==> src/rtl/keypad_pkg.sv <==
// Shared keypad definitions: control key codes, operand-entry states and BCD conversion.
package keypad_pkg;

  localparam logic [3:0] KEY_ENTER = 4'hA;
  localparam logic [3:0] KEY_BKSP  = 4'hB;
  localparam logic [3:0] KEY_CLR   = 4'hC;

  typedef enum logic [1:0] {
    IDLE,
    ENTRY,
    HOLD
  } entry_state_t;

  // Three packed BCD digits to binary; 999 is the largest result.
  function automatic logic [9:0] bcd3_to_bin(input logic [11:0] bcd);
    return 10'(bcd[11:8]) * 10'd100 + 10'(bcd[7:4]) * 10'd10 + 10'(bcd[3:0]);
  endfunction

endpackage

==> src/rtl/digit_decoder.sv <==
// Classifies a raw keypad code as a decimal digit and yields its value.
module digit_decoder (
  input  logic [3:0] keycode,
  output logic       isdig,
  output logic [3:0] digitCode
);

  always_comb begin
    isdig     = (keycode <= 4'd9);
    digitCode = isdig ? keycode : '0;
  end

endmodule

==> src/rtl/operand_entry_ctrl.sv <==
// Keypad operand entry: collects up to three decimal digits with backspace/clear,
// commits the binary value on ENTER and holds it until the consumer accepts it.
module operand_entry_ctrl
  import keypad_pkg::*;
#(
  parameter int unsigned MAX_DIGITS = 3,
  parameter int unsigned VAL_W      = 10
) (
  input  logic             clk,
  input  logic             rst,
  input  logic             keystrobe,
  input  logic [3:0]       keycode,
  input  logic             value_ready,
  output logic [VAL_W-1:0] value,
  output logic             value_valid,
  output logic [11:0]      disp_bcd,
  output logic [1:0]       digit_count,
  output logic             err
);

  localparam logic [1:0] MAX_CNT = 2'(MAX_DIGITS);

  entry_state_t     state_q, state_d;
  logic [11:0]      bcd_q, bcd_d;
  logic [1:0]       cnt_q, cnt_d;
  logic [VAL_W-1:0] value_q, value_d;
  logic             err_q, err_d;
  logic             ks_q, ks_d;

  logic             key_evt;
  logic             isdig;
  logic [3:0]       digit_code;

  digit_decoder u_digit_decoder (
    .keycode   (keycode),
    .isdig     (isdig),
    .digitCode (digit_code)
  );

  assign key_evt = keystrobe & ~ks_q;

  always_comb begin
    state_d = state_q;
    bcd_d   = bcd_q;
    cnt_d   = cnt_q;
    value_d = value_q;
    err_d   = 1'b0;
    ks_d    = keystrobe;

    case (state_q)
      IDLE, ENTRY: begin
        if (key_evt) begin
          if (isdig) begin
            if (cnt_q == MAX_CNT) begin
              err_d = 1'b1;
            end else begin
              bcd_d   = {bcd_q[7:0], digit_code};
              cnt_d   = cnt_q + 2'd1;
              state_d = ENTRY;
            end
          end else begin
            case (keycode)
              KEY_ENTER: begin
                if (state_q == ENTRY) begin
                  value_d = VAL_W'(bcd3_to_bin(bcd_q));
                  state_d = HOLD;
                end else begin
                  err_d = 1'b1;
                end
              end
              KEY_BKSP: begin
                if (cnt_q == 2'd0) begin
                  err_d = 1'b1;
                end else begin
                  bcd_d = {4'h0, bcd_q[11:4]};
                  cnt_d = cnt_q - 2'd1;
                  if (cnt_q == 2'd1) state_d = IDLE;
                end
              end
              KEY_CLR: begin
                bcd_d   = '0;
                cnt_d   = '0;
                state_d = IDLE;
              end
              default: ;
            endcase
          end
        end
      end
      HOLD: begin
        // Keys are deliberately dropped here, even one coinciding with the handshake.
        if (value_ready) begin
          bcd_d   = '0;
          cnt_d   = '0;
          state_d = IDLE;
        end
      end
      default: state_d = IDLE;
    endcase
  end

  always_ff @(posedge clk or posedge rst) begin
    if (rst) begin
      state_q <= IDLE;
      bcd_q   <= '0;
      cnt_q   <= '0;
      value_q <= '0;
      err_q   <= 1'b0;
      ks_q    <= 1'b0;
    end else begin
      state_q <= state_d;
      bcd_q   <= bcd_d;
      cnt_q   <= cnt_d;
      value_q <= value_d;
      err_q   <= err_d;
      ks_q    <= ks_d;
    end
  end

  assign value       = value_q;
  assign value_valid = (state_q == HOLD);
  assign disp_bcd    = bcd_q;
  assign digit_count = cnt_q;
  assign err         = err_q;

endmodule

==> config.mk <==
export PLATFORM = sky130hd
export DESIGN_NAME = operand_entry_ctrl
export DESIGN_NICKNAME = d
export VERILOG_FILES = /design/src/rtl/keypad_pkg.sv /design/src/rtl/digit_decoder.sv /design/src/rtl/operand_entry_ctrl.sv
export SDC_FILE = /design/constraint.sdc
export NUM_CORES = 1
export LEC_CHECK = 0
export CELL_PAD_IN_SITES_DETAIL_PLACEMENT = 0
export CELL_PAD_IN_SITES_GLOBAL_PLACEMENT = 1
export CORE_ASPECT_RATIO = 0.5
export CORE_MARGIN = 2
export CORE_UTILIZATION = 37
export CTS_CLUSTER_DIAMETER = 80
export DETAILED_ROUTE_END_ITERATION = 8
export PLACE_DENSITY_LB_ADDON = 0.08
export SLEW_MARGIN = 20
export SYNTH_ARGS = -nofsm -noshare
export SYNTH_HDL_FRONTEND = slang
export SYNTH_SLANG_ARGS = --single-unit
export TNS_END_PERCENT = 10
==> constraint.sdc <==
create_clock -name clk -period 2.8 [get_ports clk]
set_input_delay 0.28 -clock clk [delete_from_list [all_inputs] [get_ports clk]]
set_output_delay 0.28 -clock clk [all_outputs]
set_load 0.05 [all_outputs]
==> results.md, run 1 <==
* Layout Area Growth over Synthesis at 33.6%
* Share of synthesized registers carrying an async set or reset at 100%
* Count of endpoints failing setup in the final report at 0
* Arrival time worst endpoint at ~2.9 ns
* Arithmetic-cell share of the synthesized area counting full adders, half adders and majority gates at roughly a fifth
* Clock skew at 0.00491 ns
* Register bit count reported by yosys at 28
* Number of port buffers at 33
* Synth unique cells at 40
* Setup crit start kind: flop
* Post-Place Cells at around 320
* Most frequent cells in the layout: sky130_fd_sc_hd__clkdlybuf4s50_1, sky130_fd_sc_hd__dfrtp_1, sky130_fd_sc_hd__o21ai_0
* Iteration-0 DRC count of the detailed router at between 50 and 60
* Type of the worst setup path: reg2reg
* Final net count at ~290
* Clock sink count at 28
* Critical-path maximum fanout at 4
* Worst-path clk slew at about 0.10 ns
* Number of global-route vias before repair at roughly 1600
* Warning count from the yosys run at 0
* Commonest register cell after synthesis: sky130_fd_sc_hd__dfrtp_1
* Antenna viol nets, final at 0
* Number of antenna violations at the first check in global routing at 0
* Register area share after synthesis at between 30% and 40%
* Number of inserted filler cells in the final layout at 498
* Die footprint at roughly 0.0061 mm^2
* Worst relative slew slack at 60.7%
* Die extent in y at 56.2 um
* I/O pin cnt at 34
* Multiplexer share of the synthesized area at between 3 and 4%
* Count of flip-flops with a built-in enable after synthesis at 0
* Number of standard cells in the final layout excluding fillers at about 320
* Hold violation total from the final report at 0
* Worst r2r dst: value[9]$_DFFE_PP0P_
* Width of the chip at between 100 and 150 um
* Final period utilization at a little over nine tenths
* CTS H-Tree Depth at 1
* DR pass1 iterations at 4
* Detailed-route DRC error count at 0
* Instance count of the mapped netlist at roughly 210
* Global-route wire length before repair at slightly below 8000 um
* Total of hold buffers inserted after clock tree synthesis at 0
* Measured slew at the worst slew-check pin at 0.587 ns
* Buffer type at the clock tree root: sky130_fd_sc_hd__clkbuf_8
* FF-to-FF setup slack at 0.12 ns
* Estimated wirelength of the detail-placed design at 3460 um
* CTS Buf Count at 3
* Synthesized-area fraction occupied by ao, oa, aoi and oai cells at 15.9%
* Via count at between 1500 and 2000
* Congestion Overflow GR at 0
* Max-slew violation count at 0
* Initial cell density of the core at approximately two fifths
* Max frequency at ~0.37 GHz
* Worst path required time at ~3.0 ns
* Register-to-Register Path Depth at 11
* Simple-gate share of the synthesized area at about 15%
* Kind of end point of the critical path: flop
* Maximum number of pins on one net before global-route repair at 29
* Type of the most critical hold path: in2async
* Result of the run: complete, no violations
* Area of the core at just over 0.005 mm^2
* Deepest clock path buffer count at 2
* Shortest period the worst path allows at 2.68 ns
* Total routing usage reported by global routing at between 15 and 20%
* Post-Synthesis Net Count at 250
* Placer's final routability congestion estimate at between 0.8 and 0.9
* Mean Syn Cell Area at around 9.5 um^2
* Average routed wire per standard cell at 14.4 um
* Max Cap Viol at 0
* Via density per instance at about 5
* Aggregate routed wire length at around 4700 um
* Commonest non-fill, non-tap cell in the layout: sky130_fd_sc_hd__clkdlybuf4s50_1
* Synth Cell Area at roughly 0.0020 mm^2
* Share of layout cells above drive strength 1 at 18.9%
* Number of cell rows at 18
* Clock latency of the later-clocked register in the worst-skew pair at about 0.28 ns
* Critical R2R Launch: disp_bcd[7]$_DFFE_PP0P_
* Combinational family with the most area after synthesis: adder cells
* Post-synthesis share of cell area spent on xor and xnor gates at approximately 3.9%
* Number of antenna diodes at 0
* Clock tree from TritonCTS: yes
[registers in the layout (all words and copies together), names as in the netlist]
signal / flops
digit_count: 2
disp_bcd: 12
err: 1
ks_q: 1
state_q: 2
value: 10
[cells by family (layout without fill, tap and decap cells)]
logic type	Yosys count	count (layout)
simple gates	57	57
compound gates	54	54
fa+ha+maj	31	31
flops	28	28
buf+inv	25	68
xor+xnor	9	9
mux	7	7
[how the worst max path moves through the flow]
stage / from / to / slack, ns / depth (start not counted)
after floorplan: disp_bcd[7]$_DFFE_PP0P_ / value[9]$_DFFE_PP0P_ / -0.02 / 11
after global placement: disp_bcd[9]$_DFFE_PP0P_ / value[9]$_DFFE_PP0P_ / 0.1 / 12
after detailed placement: disp_bcd[9]$_DFFE_PP0P_ / value[9]$_DFFE_PP0P_ / 0.06 / 12
after CTS: disp_bcd[9]$_DFFE_PP0P_ / value[9]$_DFFE_PP0P_ / 0.05 / 12
after global routing: disp_bcd[9]$_DFFE_PP0P_ / value[9]$_DFFE_PP0P_ / -0.0005 / 12
final: disp_bcd[7]$_DFFE_PP0P_ / value[9]$_DFFE_PP0P_ / 0.12 / 11
[layout make-up]
class,instances,area [um^2],area share (%)
Timing Repair Buffer,47,435,16.2
Multi-Input combinational cell,158,1320,49.1
Tap cell,70,87.6,3.26
Inverter,17,63.8,2.37
Clock inverter,1,30.0,1.12
Clock buffer,3,41.3,1.54
Sequential cell,28,711,26.4
[synthesized netlist by cell type (2+ instances only)]
cell | instances | area [um^2]
sky130_fd_sc_hd__dfrtp_1 | 28 | 701
sky130_fd_sc_hd__ha_1 | 26 | 325
sky130_fd_sc_hd__o21ai_0 | 20 | 100
sky130_fd_sc_hd__nor2_1 | 18 | 67.6
sky130_fd_sc_hd__inv_1 | 17 | 63.8
sky130_fd_sc_hd__a21oi_1 | 16 | 80.1
sky130_fd_sc_hd__nand2_1 | 13 | 48.8
sky130_fd_sc_hd__a22oi_1 | 7 | 52.6
sky130_fd_sc_hd__clkbuf_1 | 6 | 22.5
sky130_fd_sc_hd__nand3_1 | 6 | 30.0
sky130_fd_sc_hd__xnor2_1 | 6 | 52.6
sky130_fd_sc_hd__fa_1 | 5 | 100
sky130_fd_sc_hd__mux2_2 | 4 | 45.0
sky130_fd_sc_hd__a21o_1 | 3 | 22.5
sky130_fd_sc_hd__mux2i_1 | 3 | 30.0
sky130_fd_sc_hd__nor2b_1 | 3 | 18.8
sky130_fd_sc_hd__xor2_1 | 3 | 26.3
sky130_fd_sc_hd__a31oi_1 | 2 | 12.5
sky130_fd_sc_hd__nand2b_1 | 2 | 12.5
sky130_fd_sc_hd__nand3b_1 | 2 | 15.0
sky130_fd_sc_hd__nor3_1 | 2 | 10.0
[what timing repair did]
action / CTS / global route
endpoints found under the setup margin: 0 / 2
setup buffers: 0 / 5
resized for setup: 0 / 6
[worst max-delay path: stages (launching register included)]
cell and delay (ns):
sky130_fd_sc_hd__dfrtp_2 0.44, sky130_fd_sc_hd__ha_4 0.25, sky130_fd_sc_hd__ha_4 0.16, sky130_fd_sc_hd__fa_2 0.35, sky130_fd_sc_hd__xor2_1 0.15, sky130_fd_sc_hd__ha_1 0.31, sky130_fd_sc_hd__ha_4 0.23, sky130_fd_sc_hd__a21o_1 0.19
sky130_fd_sc_hd__a31o_2 0.20, sky130_fd_sc_hd__a21oi_2 0.11, sky130_fd_sc_hd__xnor2_1 0.12, sky130_fd_sc_hd__o21ai_1 0.07
[metrics by stage]
stage	hold WS, ns	setup TNS, ns	util, %	worst slack [ns]	cell area [um^2]
6_report	0.359	0	52.8	0.117	2690
5_1_grt	0.406	-0.000500	52.8	-0.000500	2690
4_1_cts	0.373	0	51.5	0.0502	2620
3_5_place_dp	0.469	0	50.1	0.0647	2550
3_3_place_gp	0.462	0	50.1	0.0979	2550
2_1_floorplan	0.311	-0.0181	-	-0.0181	2100
[per-layer routing]
| metal | vias to the layer above | global-route usage [%] | share of wire [%] |
|---|---|---|---|
| li1 | 821 | - | - |
| met1 | 760 | 22.7 | 50 |
| met2 | 36 | 26.2 | 46 |
| met3 | 4 | 4.92 | 4.0 |
| met4 | 0 | 1.65 | 0.39 |
| met5 | - | 0 | 0 |
Power of run 1 is not shown: default switching activity piles up to over one toggle a cycle in this logic, so the estimate is an artifact.
==> run 2: changes to the inputs <==
- SLEW_MARGIN: 20 -> 40
==> results of run 2 <==
Same layout as run 1: the final DEF is identical, and so are final timing and power.
Power of run 2 is left out for the same reason.
